**src/rtl/ddr_wr_burst_ctrl_if.sv**
```systemverilog
// ddr_wr_burst_ctrl_if: FIFO read port and AXI4 write channel bundle for the
// DDR write burst controller. "master" is the controller side, "slave" is the
// FIFO / DDR controller side.
interface ddr_wr_burst_ctrl_if #(
    parameter int DATA_WIDTH = 256,
    parameter int ADDR_WIDTH = 28,
    parameter int LVL_WIDTH  = 11
);
    logic                    fifo_rd_en;
    logic [DATA_WIDTH-1:0]   fifo_rd_data;
    logic [LVL_WIDTH-1:0]    fifo_rd_water_level;
    logic [ADDR_WIDTH-1:0]   awaddr;
    logic [7:0]              awlen;
    logic                    awvalid;
    logic                    awready;
    logic [DATA_WIDTH-1:0]   wdata;
    logic [DATA_WIDTH/8-1:0] wstrb;
    logic                    wlast;
    logic                    wvalid;
    logic                    wready;
    logic                    bvalid;
    logic [1:0]              bresp;
    logic                    bready;

    modport master (
        output fifo_rd_en,
        input  fifo_rd_data, fifo_rd_water_level,
        output awaddr, awlen, awvalid,
        input  awready,
        output wdata, wstrb, wlast, wvalid,
        input  wready,
        input  bvalid, bresp,
        output bready
    );

    modport slave (
        input  fifo_rd_en,
        output fifo_rd_data, fifo_rd_water_level,
        input  awaddr, awlen, awvalid,
        output awready,
        input  wdata, wstrb, wlast, wvalid,
        output wready,
        output bvalid, bresp,
        input  bready
    );
endinterface

```
**src/rtl/ddr_wr_burst_ctrl.sv**
```systemverilog
// ddr_wr_burst_ctrl: drains the 256-bit read side of the camera write FIFO into
// fixed-length AXI4 INCR write bursts on a linearly advancing, wrapping frame
// address. Optional macro DDR_WR_PINGPONG_EN alternates between two frame
// buffers on every applied frame_start.
//
// Handshakes: a transfer happens on the rising clk edge where valid and ready are
// both high; once valid is raised its payload stays stable until that transfer.
module ddr_wr_burst_ctrl #(
    parameter int DATA_WIDTH  = 256,
    parameter int ADDR_WIDTH  = 28,
    parameter int BURST_LEN   = 16,
    parameter int LVL_WIDTH   = 11,
    parameter int BASE_ADDR   = 0,
    parameter int FRAME_BYTES = 3686400
) (
    input  logic                clk,
    input  logic                rst,
    input  logic                frame_start,
    ddr_wr_burst_ctrl_if.master bus,
    output logic                frame_idx,
    output logic                busy,
    output logic                err,
    output logic [1:0]          state_dbg
);
    localparam int BURST_BYTES = BURST_LEN * DATA_WIDTH / 8;
    localparam int RCW         = $clog2(BURST_LEN + 1);
    localparam logic [ADDR_WIDTH-1:0] BASE_A  = ADDR_WIDTH'(BASE_ADDR);
    localparam logic [ADDR_WIDTH-1:0] FRAME_A = ADDR_WIDTH'(FRAME_BYTES);
    localparam logic [ADDR_WIDTH-1:0] STEP_A  = ADDR_WIDTH'(BURST_BYTES);

    typedef enum logic [1:0] {
        S_IDLE = 2'd0,
        S_AW   = 2'd1,
        S_W    = 2'd2,
        S_B    = 2'd3
    } state_t;

    state_t state_q, state_d;

    logic [ADDR_WIDTH-1:0] awaddr_q;
    logic [ADDR_WIDTH-1:0] cur_base;
    logic [ADDR_WIDTH-1:0] restart_base;
    logic [ADDR_WIDTH-1:0] addr_sum;
    logic [ADDR_WIDTH-1:0] addr_next;
    logic                  pending_q;
    logic                  err_q;
    logic                  restart;

    logic [DATA_WIDTH-1:0] buf_mem [2];
    logic                  wr_ptr_q;
    logic                  rd_ptr_q;
    logic [1:0]            cnt_q;
    logic                  inflight_q;
    logic [2:0]            occ;
    logic [RCW-1:0]        req_cnt_q;
    logic [9:0]            beat_cnt_q;
    logic                  w_done_q;

    logic in_data_phase;
    logic rd_en;
    logic wvalid;
    logic wlast;
    logic w_hs;
    logic aw_hs;
    logic b_hs;

    // A restart is either a fresh pulse or one parked while a burst was running.
    assign restart = frame_start | pending_q;

`ifdef DDR_WR_PINGPONG_EN
    logic frame_idx_q;

    assign cur_base     = frame_idx_q ? (BASE_A + FRAME_A) : BASE_A;
    assign restart_base = frame_idx_q ? BASE_A : (BASE_A + FRAME_A);
    assign frame_idx    = frame_idx_q;

    // Each applied restart flips to the other frame buffer.
    always_ff @(posedge clk or posedge rst) begin
        if (rst) begin
            frame_idx_q <= 1'b0;
        end else if (state_q == S_IDLE && restart) begin
            frame_idx_q <= ~frame_idx_q;
        end
    end
`else
    assign cur_base     = BASE_A;
    assign restart_base = BASE_A;
    assign frame_idx    = 1'b0;
`endif

    assign in_data_phase = (state_q == S_AW) || (state_q == S_W);
    assign wvalid        = (cnt_q != 2'd0);
    assign wlast         = wvalid && (beat_cnt_q == 10'(BURST_LEN - 1));
    assign w_hs          = wvalid && bus.wready;
    assign aw_hs         = (state_q == S_AW) && bus.awready;
    assign b_hs          = (state_q == S_B) && bus.bvalid;

    // Occupancy counts entries already held plus the read whose data is on the
    // bus now, net of the beat leaving this cycle; that credit keeps 1 beat/cycle.
    assign occ   = 3'(cnt_q) + 3'(inflight_q) - 3'(w_hs);
    assign rd_en = in_data_phase && (occ < 3'd2) && (req_cnt_q < RCW'(BURST_LEN));

    assign addr_sum  = awaddr_q + STEP_A;
    assign addr_next = (addr_sum == cur_base + FRAME_A) ? cur_base : addr_sum;

    assign bus.fifo_rd_en = rd_en;
    assign bus.awaddr     = awaddr_q;
    assign bus.awlen      = 8'(BURST_LEN - 1);
    assign bus.awvalid    = (state_q == S_AW);
    assign bus.wdata      = buf_mem[rd_ptr_q];
    assign bus.wstrb      = '1;
    assign bus.wlast      = wlast;
    assign bus.wvalid     = wvalid;
    assign bus.bready     = (state_q == S_B);

    assign busy      = (state_q != S_IDLE);
    assign err       = err_q;
    assign state_dbg = state_q;

    // FSM state register.
    always_ff @(posedge clk or posedge rst) begin
        if (rst) begin
            state_q <= S_IDLE;
        end else begin
            state_q <= state_d;
        end
    end

    // Next state: a restart in IDLE is applied first and delays the burst a cycle.
    always_comb begin
        state_d = state_q;
        case (state_q)
            S_IDLE: begin
                if (!restart && (bus.fifo_rd_water_level >= LVL_WIDTH'(BURST_LEN))) begin
                    state_d = S_AW;
                end
            end
            S_AW: begin
                if (aw_hs) begin
                    state_d = S_W;
                end
            end
            S_W: begin
                // w_done_q covers a burst whose data all drained before awready.
                if ((w_hs && wlast) || w_done_q) begin
                    state_d = S_B;
                end
            end
            S_B: begin
                if (bus.bvalid) begin
                    state_d = S_IDLE;
                end
            end
            default: state_d = S_IDLE;
        endcase
    end

    // Two-entry prefetch buffer fed one cycle after each FIFO read.
    always_ff @(posedge clk or posedge rst) begin
        if (rst) begin
            buf_mem[0] <= '0;
            buf_mem[1] <= '0;
            wr_ptr_q   <= 1'b0;
            rd_ptr_q   <= 1'b0;
            cnt_q      <= 2'd0;
            inflight_q <= 1'b0;
        end else begin
            inflight_q <= rd_en;
            if (inflight_q) begin
                buf_mem[wr_ptr_q] <= bus.fifo_rd_data;
                wr_ptr_q          <= ~wr_ptr_q;
            end
            if (w_hs) begin
                rd_ptr_q <= ~rd_ptr_q;
            end
            cnt_q <= 2'(3'(cnt_q) + 3'(inflight_q) - 3'(w_hs));
        end
    end

    // Per-burst read request and beat counters, cleared while idle.
    always_ff @(posedge clk or posedge rst) begin
        if (rst) begin
            req_cnt_q  <= '0;
            beat_cnt_q <= '0;
            w_done_q   <= 1'b0;
        end else if (state_q == S_IDLE) begin
            req_cnt_q  <= '0;
            beat_cnt_q <= '0;
            w_done_q   <= 1'b0;
        end else begin
            if (rd_en) begin
                req_cnt_q <= req_cnt_q + RCW'(1);
            end
            if (w_hs) begin
                beat_cnt_q <= beat_cnt_q + 10'd1;
                if (wlast) begin
                    w_done_q <= 1'b1;
                end
            end
        end
    end

    // Burst address: advance on each response, reload the frame base on restart.
    always_ff @(posedge clk or posedge rst) begin
        if (rst) begin
            awaddr_q  <= BASE_A;
            pending_q <= 1'b0;
        end else if (state_q == S_IDLE) begin
            if (restart) begin
                awaddr_q  <= restart_base;
                pending_q <= 1'b0;
            end
        end else begin
            if (frame_start) begin
                pending_q <= 1'b1;
            end
            if (b_hs) begin
                awaddr_q <= addr_next;
            end
        end
    end

    // Any non-OKAY response latches the error until reset.
    always_ff @(posedge clk or posedge rst) begin
        if (rst) begin
            err_q <= 1'b0;
        end else if (b_hs && (bus.bresp != 2'b00)) begin
            err_q <= 1'b1;
        end
    end
endmodule

```
**src/flat_wrapper.sv**
```systemverilog
// flat-port wrapper written by rule: the top's interface ports become plain ports
module ddr_wr_burst_ctrl_flat 
#(
    parameter int DATA_WIDTH  = 256,
    parameter int ADDR_WIDTH  = 28,
    parameter int BURST_LEN   = 16,
    parameter int LVL_WIDTH   = 11,
    parameter int BASE_ADDR   = 0,
    parameter int FRAME_BYTES = 3686400
)
  (clk, rst, frame_start, frame_idx, busy, err, state_dbg, bus_fifo_rd_en, bus_fifo_rd_data, bus_fifo_rd_water_level, bus_awaddr, bus_awlen, bus_awvalid, bus_awready, bus_wdata, bus_wstrb, bus_wlast, bus_wvalid, bus_wready, bus_bvalid, bus_bresp, bus_bready);
  ddr_wr_burst_ctrl_if #(.DATA_WIDTH(DATA_WIDTH), .ADDR_WIDTH(ADDR_WIDTH), .LVL_WIDTH(LVL_WIDTH)) bus_i ();
  input  logic clk;
  input  logic rst;
  input  logic frame_start;
  output logic frame_idx;
  output logic busy;
  output logic err;
  output logic [1:0] state_dbg;
  output wire logic [$bits(bus_i.fifo_rd_en)-1:0] bus_fifo_rd_en;
  input wire logic [$bits(bus_i.fifo_rd_data)-1:0] bus_fifo_rd_data;
  input wire logic [$bits(bus_i.fifo_rd_water_level)-1:0] bus_fifo_rd_water_level;
  output wire logic [$bits(bus_i.awaddr)-1:0] bus_awaddr;
  output wire logic [$bits(bus_i.awlen)-1:0] bus_awlen;
  output wire logic [$bits(bus_i.awvalid)-1:0] bus_awvalid;
  input wire logic [$bits(bus_i.awready)-1:0] bus_awready;
  output wire logic [$bits(bus_i.wdata)-1:0] bus_wdata;
  output wire logic [$bits(bus_i.wstrb)-1:0] bus_wstrb;
  output wire logic [$bits(bus_i.wlast)-1:0] bus_wlast;
  output wire logic [$bits(bus_i.wvalid)-1:0] bus_wvalid;
  input wire logic [$bits(bus_i.wready)-1:0] bus_wready;
  input wire logic [$bits(bus_i.bvalid)-1:0] bus_bvalid;
  input wire logic [$bits(bus_i.bresp)-1:0] bus_bresp;
  output wire logic [$bits(bus_i.bready)-1:0] bus_bready;
  assign bus_fifo_rd_en = bus_i.fifo_rd_en;
  assign bus_i.fifo_rd_data = bus_fifo_rd_data;
  assign bus_i.fifo_rd_water_level = bus_fifo_rd_water_level;
  assign bus_awaddr = bus_i.awaddr;
  assign bus_awlen = bus_i.awlen;
  assign bus_awvalid = bus_i.awvalid;
  assign bus_i.awready = bus_awready;
  assign bus_wdata = bus_i.wdata;
  assign bus_wstrb = bus_i.wstrb;
  assign bus_wlast = bus_i.wlast;
  assign bus_wvalid = bus_i.wvalid;
  assign bus_i.wready = bus_wready;
  assign bus_i.bvalid = bus_bvalid;
  assign bus_i.bresp = bus_bresp;
  assign bus_bready = bus_i.bready;
  ddr_wr_burst_ctrl #(.DATA_WIDTH(DATA_WIDTH), .ADDR_WIDTH(ADDR_WIDTH), .BURST_LEN(BURST_LEN), .LVL_WIDTH(LVL_WIDTH), .BASE_ADDR(BASE_ADDR), .FRAME_BYTES(FRAME_BYTES)) u_core (.clk(clk), .rst(rst), .frame_start(frame_start), .bus(bus_i), .frame_idx(frame_idx), .busy(busy), .err(err), .state_dbg(state_dbg));
endmodule
```
**config.mk**
```make
export PLATFORM = sky130hd
export DESIGN_NAME = ddr_wr_burst_ctrl_flat
export DESIGN_NICKNAME = d
export VERILOG_FILES = /design/src/rtl/ddr_wr_burst_ctrl_if.sv /design/src/rtl/ddr_wr_burst_ctrl.sv /design/src/flat_wrapper.sv
export SDC_FILE = /design/constraint.sdc
export NUM_CORES = 1
export LEC_CHECK = 0
export BUFFER_PORTS_ARGS = -buffer_cell sky130_fd_sc_hd__buf_2
export CORE_AREA = 5 5 232 234
export DETAILED_ROUTE_END_ITERATION = 10
export DIE_AREA = 0 0 237 239
export GPL_ROUTABILITY_DRIVEN = 0
export PLACE_DENSITY = 0.72
export SLEW_MARGIN = 20
export SYNTH_ARGS = -nofsm -noshare
export SYNTH_HDL_FRONTEND = slang
export SYNTH_SLANG_ARGS = --single-unit
```
**constraint.sdc**
```tcl
create_clock -name clk -period 28.2 [get_ports clk]
set_input_delay 1.41 -clock clk [delete_from_list [all_inputs] [get_ports clk]]
set_output_delay 1.41 -clock clk [all_outputs]
set_load 0.01 [all_outputs]
```
==> flow_summary.json, run 1 <==
{
  "status": "finished clean",
  "grt_first_pass_wirelength_mm": 92.5,
  "post-cts-setup-buffers": 0,
  "reg2reg_from": "u_core.inflight_q",
  "synth-warning-count": 0,
  "grt_usage_pct": 20.2,
  "vias": 15500,
  "synth-edff-count": 0,
  "die_w_um": 237,
  "start_util_pct": 47.7,
  "clkTransAtPathRegs_ns": 0.06,
  "fp.dieH_um": 239,
  "synth-async-reset-ratio_pct": 100,
  "avgRoutedWirePerCell_um": 20.0,
  "multiInputGateArea_mm2": 0.0102,
  "firstDrtPassIters": 5,
  "crit_top_cell": "buf_4",
  "crit_path_end_kind": "output port",
  "overflow": 0,
  "slowest_stage": "buf_4",
  "fin_util_pct": 57.9,
  "fin_crit_sh_pct": 18.8,
  "die-area_mm2": 0.0566,
  "ir_worst_vdd_uv": 76.1,
  "syn_area_mm2": 0.0247,
  "finalClockSkew_ns": 0.0191,
  "p_int_uw": 2470,
  "drv_slew": 0,
  "hold_path_class": "flip-flop to flip-flop",
  "worstMarginPinSlew_ns": 1.09,
  "combPwrFrac_pct": 40.9,
  "cpPeakStageDelay_ns": 0.93,
  "drt-total-wl_mm": 59.6,
  "p_per_area_mw_per_mm2": 122,
  "io_pins": 609,
  "worstRegToRegCells": 4,
  "start_kind": "flip-flop",
  "r2r-end": "u_core.buf_mem[408]",
  "cts_buffer_depth": 3,
  "place_hpwl_mm": 41.4,
  "drtIter0Drc": 816,
  "drc": 0,
  "antenna_found_initial": 30,
  "hold-path-endpoint": "u_core.err",
  "maxCapViolCount": 0,
  "crit_required_ns": 26.79,
  "period_needed_ns": 5.30,
  "cts_buffers": 58,
  "power_frac_clock_pct": 21.3,
  "coreArea_mm2": 0.0518,
  "tns_ns": 0,
  "setup_violations": 0,
  "avgSynthCellArea_um2": 14.5,
  "max_slew_margin_pct": 27.4,
  "grt_pass1_vias": 16700,
  "worstPathCellList": "buf_4, buf_4, mux2_2, buf_2",
  "reg2reg_slack_ns": 24.79,
  "netlist_instances": 1701,
  "crit_type": "flip-flop to output port",
  "cts_resized": 0,
  "final_hold_viol_count": 0,
  "synth.distinct_cells": 54,
  "nets": 2514,
  "rows": 84,
  "synthFlopType": "dfrtp_1",
  "root_buffer": "clkbuf_16",
  "cts_sinks": 556,
  "via_per_inst": 5.22,
  "worstHoldPathCells": 1,
  "seqCellArea_mm2": 0.0139,
  "layout-drive-gt1-share_pct": 63.7,
  "cts_hold_buf": 0,
  "rsz0062_at_grt": "no",
  "p_sw_share_pct": 32.6,
  "area.growth.synth_to_final_pct": 21.3,
  "cts_tree": "built",
  "num-fill-cells": 4142,
  "grt_start_max_net_pins": 206,
  "p_sw_uw": 1190,
  "cts_max_level": 2,
  "min_from": "u_core.err",
  "crit_arrival_ns": 3.89,
  "port_buffers": 554,
  "cp_max_fo": 77,
  "power_frac_seq_pct": 37.8,
  "ys_seq_elements": 556,
  "seq_area_frac_synth_pct": 56.3,
  "ant_nets": 0,
  "clk_latency_ns": 0.61,
  "leakage_uw": 0.0138,
  "fmax_mhz": 189
}
registers in the layout, indices dropped and copies added (netlist names), 2 cells and up:
register           cells
u_core.beat_cnt_q     10
u_core.buf_mem       512
u_core.bus.awaddr     19
u_core.cnt_q           2
u_core.req_cnt_q       5
u_core.state_dbg       2
power by group through the flow:
stage          clock network, uW  registers [uW]  logic [uW]
2_1_floorplan                  0            1320        1050
3_3_place_gp                   0            1360        1480
3_5_place_dp                   0            1400        1510
4_1_cts                      799            1380        1520
5_1_grt                      833            1430        1620
6_report                     780            1380        1500
placed cells by master, fill, tap and decap left out, drive strengths merged, types with 2 or more instances in the layout:
cell type  count
nand2         26
nor2          37
xnor2         10
or3            4
inv           18
or4            5
bufinv         5
nand2b         2
nand4          9
o31ai          4
clkinv        13
nor3           5
o21ai         22
clkbuf        85
diode         18
mux2         770
nand3         11
xor2          11
a21oi         15
dfrtp        556
buf          569
nor2b          3
ha             9
and3           5
mux2i          2
conb          50
nor4           8
worst max-delay path: cells and delay by family, from the launching register on:
| kind | cells | cell delay [ns] |
|---|---|---|
| mux | 1 | 0.45 |
| buf+inv | 3 | 1.84 |
| flops | 1 | 0.88 |
final cells by class:
class	instances	area share, %
diodes	18	0.150
inverters	16	0.225
multi-input cells	1028	34.0
clock buffers	85	5.78
flip-flops and latches	556	46.4
clock inverters	21	0.826
repair buffers	569	9.74
well taps	688	2.87
cells by family (layout without fill, tap and decap cells):
kind of cell | Yosys count | in the layout | synth area share, %
AOI/OAI and AO/OA | 56 | 56 | 1.40
xor gates and xnor gates | 21 | 21 | 0.744
adders and majority gates | 10 | 10 | 0.537
buffers and inverters | 165 | 691 | 3.33
DFF | 556 | 556 | 56.3
muxes | 772 | 772 | 35.2
other | 2 | 68 | 0.0304
and+or+nand+nor | 119 | 119 | 2.53
cells in the mapped netlist (2+ instances only):
| library cell | count | area share, % |
|---|---|---|
| a21oi_1 | 14 | 0.28 |
| and3_1 | 5 | 0.13 |
| buf_1 | 4 | 0.061 |
| buf_2 | 3 | 0.061 |
| buf_4 | 51 | 1.5 |
| clkbuf_1 | 90 | 1.4 |
| conb_1 | 2 | 0.030 |
| dfrtp_1 | 556 | 56 |
| ha_1 | 9 | 0.46 |
| inv_1 | 16 | 0.24 |
| mux2_2 | 770 | 35 |
| mux2i_1 | 2 | 0.081 |
| nand2_1 | 26 | 0.39 |
| nand2b_1 | 2 | 0.051 |
| nand3_1 | 10 | 0.20 |
| nand4_1 | 7 | 0.18 |
| nand4_2 | 2 | 0.10 |
| nor2_1 | 37 | 0.56 |
| nor2b_1 | 3 | 0.076 |
| nor3_1 | 5 | 0.10 |
| nor4_1 | 7 | 0.18 |
| o21ai_0 | 22 | 0.45 |
| o31ai_1 | 4 | 0.12 |
| or3_1 | 3 | 0.076 |
| or4_1 | 3 | 0.091 |
| xnor2_1 | 10 | 0.35 |
| xor2_1 | 11 | 0.39 |
worst max path at each step:
| stage | start | endpoint | slack (ns) | cells after the start |
|---|---|---|---|---|
| finish | u_core.rd_ptr_q | bus_wdata[33] | 22.90 | 4 |
| global route | u_core.rd_ptr_q | bus_wdata[33] | 22.69 | 4 |
| CTS | u_core.rd_ptr_q | bus_wdata[33] | 22.81 | 4 |
| detailed placement | bus_wready | bus_fifo_rd_en | 23.01 | 11 |
| global placement | bus_wready | bus_fifo_rd_en | 23.05 | 11 |
| floorplan | rst | u_core.beat_cnt_q[0] | 11.24 | 1 |
stage by stage:
stage | setup slack [ns] | instance area [um2] | instances | power (uW) | hold slack (ns)
3_3_place_gp | 23.05 | 27900 | 2856 | 2840 | 0.454
2_1_floorplan | 11.24 | 24900 | 1749 | 2370 | 0.449
4_1_cts | 22.81 | 29900 | 2962 | 3700 | 0.475
3_5_place_dp | 23.01 | 27900 | 2856 | 2900 | 0.461
6_report | 22.90 | 30000 | 2981 | 3660 | 0.470
5_1_grt | 22.69 | 30000 | 2977 | 3880 | 0.511
per-layer routing:
layer | part of all wire (%) | track usage, % | vias up | wire length, um
met2 | 50 | 34.1 | 482 | 30100
met1 | 38 | 23.9 | 7874 | 22500
met4 | 2.7 | 6.56 | 26 | 1610
met5 | 0.27 | 0 | - | 158
li1 | - | - | 7045 | -
met3 | 8.8 | 7.75 | 119 | 5240
Power figures use the tool's default switching activity.
==> inputs of run 2 (changes only) <==
--- a/config.mk
+++ b/config.mk
@@ -6,11 +6,11 @@
 export NUM_CORES = 1
 export LEC_CHECK = 0
 export BUFFER_PORTS_ARGS = -buffer_cell sky130_fd_sc_hd__buf_2
-export CORE_AREA = 5 5 232 234
+export CORE_MARGIN = 5
+export CORE_UTILIZATION = 49
 export DETAILED_ROUTE_END_ITERATION = 10
-export DIE_AREA = 0 0 237 239
 export GPL_ROUTABILITY_DRIVEN = 0
-export PLACE_DENSITY = 0.72
+export PLACE_DENSITY = 0.76
 export SLEW_MARGIN = 20
 export SYNTH_ARGS = -nofsm -noshare
 export SYNTH_HDL_FRONTEND = slang
==> constraint.sdc (replaced) <==
create_clock -name clk -period 4.6 [get_ports clk]
set_input_delay 0.23 -clock clk [delete_from_list [all_inputs] [get_ports clk]]
set_output_delay 0.23 -clock clk [all_outputs]
set_load 0.01 [all_outputs]
==> flow_summary.json, run 2 (same netlist as run 1, synthesis figures left out) <==
{
  "status": "finished clean",
  "cp_max_fo": 5,
  "io_pins": 609,
  "start_kind": "flip-flop",
  "largest_reg_flops": 512,
  "drc": 0,
  "setup_violations": 0,
  "port_buffers": 554,
  "coreArea_mm2": 0.0501,
  "place_hpwl_mm": 42.2,
  "clk_latency_ns": 0.60,
  "placed_area_mm2": 0.0281,
  "max_slew_margin_pct": 35.1,
  "grt_usage_pct": 23.2,
  "cts_buffer_depth": 3,
  "cts_resized": 0,
  "crit_arrival_ns": 3.49,
  "fin_crit_sh_pct": 80.9,
  "firstDrtPassIters": 5,
  "grt_start_max_net_pins": 147,
  "rows": 82,
  "start_util_pct": 49.4,
  "nets": 2789,
  "drtIter0Drc": 819,
  "hold_path_class": "input port to flip-flop",
  "cts_sinks": 556,
  "pre_cts_ws_ns": 1.40,
  "drv_slew": 0,
  "p_per_area_mw_per_mm2": 699,
  "worstRegToRegCells": 14,
  "place_inst": 2854,
  "mostFrequentLayoutCells": "mux2_2 (770), dfrtp_1 (555), buf_2 (554)",
  "antenna_found_initial": 6,
  "overflow": 0,
  "ir_worst_vdd_uv": 444,
  "cts_buffers": 57,
  "whs_ns": 0.142,
  "clkTransAtPathRegs_ns": 0.06,
  "reg2reg_slack_ns": 1.38,
  "crit_type": "flip-flop to output port",
  "final_hold_viol_count": 0,
  "avgRoutedWirePerCell_um": 20.3,
  "grt_pass1_vias": 18900,
  "cts_tree": "built",
  "crit_required_ns": 4.37,
  "die-area_mm2": 0.0550,
  "fp.dieH_um": 235,
  "via_per_inst": 5.22,
  "maxCapViolCount": 0,
  "finalClockSkew_ns": 0.0158,
  "layout-drive-gt1-share_pct": 57.0,
  "num-fill-cells": 3460,
  "drt-total-wl_mm": 65.5,
  "final.setup.worst_slack_ns": 0.877,
  "cts_max_level": 2,
  "vias": 16800,
  "period_needed_ns": 3.72,
  "root_buffer": "clkbuf_16",
  "area.growth.synth_to_final_pct": 32.0,
  "rsz0062_at_grt": "no",
  "post-cts-setup-buffers": 0,
  "fmax_mhz": 269,
  "layout_commonest_cell": "mux2_2",
  "die_w_um": 235,
  "tns_ns": 0,
  "worstMarginPinSlew_ns": 0.974,
  "worstHoldPathCells": 3,
  "final_cell_area_mm2": 0.0326,
  "leakage_uw": 0.0149,
  "regMostFlops": "u_core.buf_mem",
  "ant_nets": 0,
  "crit_path_end_kind": "output port",
  "final_cells": 3229,
  "grt_first_pass_wirelength_mm": 105
}
[run 2: cell types whose count changed in the layout (fill, tap and decap cells not counted), sizes merged]
cell / delta
buf: +14
bufinv: -2
clkbuf: +6
clkinv: -2
diode: -12
dlygate4sd3: +262
inv: -2
[run 2: cell type report]
type,instances,area (um2),share of cell area [%]
flip-flops and latches,556,13900,42.7
multi-input cells,1028,10200,31.2
repair buffers,845,5730,17.5
clock buffers,91,1730,5.29
well taps,672,841,2.58
clock inverters,15,158,0.483
inverters,16,63.8,0.196
diodes,6,15.0,0.0460
[run 2: through the flow]
step / utilization, % / total power (uW)
after floorplan: - / 14500
after CTS: 65.1 / 22800
after global routing: 65.2 / 24100
after global placement: 56.1 / 17500
final: 65.2 / 22800
after detailed placement: 56.1 / 17900
[run 2: final timing paths]
path / startpoint / endpoint
min reg2reg: u_core.w_done_q / u_core.w_done_q
min in group asynchronous: rst / u_core.buf_mem[46]
min: bus_awready / u_core.state_dbg[0]
max in group asynchronous: rst / u_core.buf_mem[289]
max: u_core.cnt_q[1] / bus_fifo_rd_en
max reg2reg: u_core.cnt_q[1] / u_core.req_cnt_q[3]
[run 2: per-layer routing]
| metal | GRT usage, % | vias to the layer above | part of all wire [%] |
|---|---|---|---|
| li1 | - | 7589 | - |
| met1 | 27.2 | 8536 | 38 |
| met2 | 40.5 | 559 | 51 |
| met3 | 6.17 | 157 | 6.7 |
| met4 | 9.98 | 0 | 4.5 |
| met5 | 0 | - | 0 |
[run 2: where the power goes]
part	total, uW	internal, uW	switching (uW)	leakage (uW)
clock network	4620	2730	1900	0.000933
logic	9600	5210	4380	0.00732
registers	8600	7260	1340	0.00664
[run 2: critical path, stage by stage, from the launching register on]
cell     delay (ns)
dfrtp_1        0.39
inv_1          0.10
nand2_1        0.10
nand2_1        0.16
inv_1          0.12
ha_1           0.30
inv_1          0.04
ha_1           0.18
fa_1           0.38
xnor2_1        0.13
nor3b_1        0.34
nor2b_1        0.42
buf_2          0.23
[run 2: timing repair]
item                                   in CTS  in global routing
endpoints found under the hold margin     546                  0
hold buffers                              262                  0
setup endpoints to repair                   0                  0
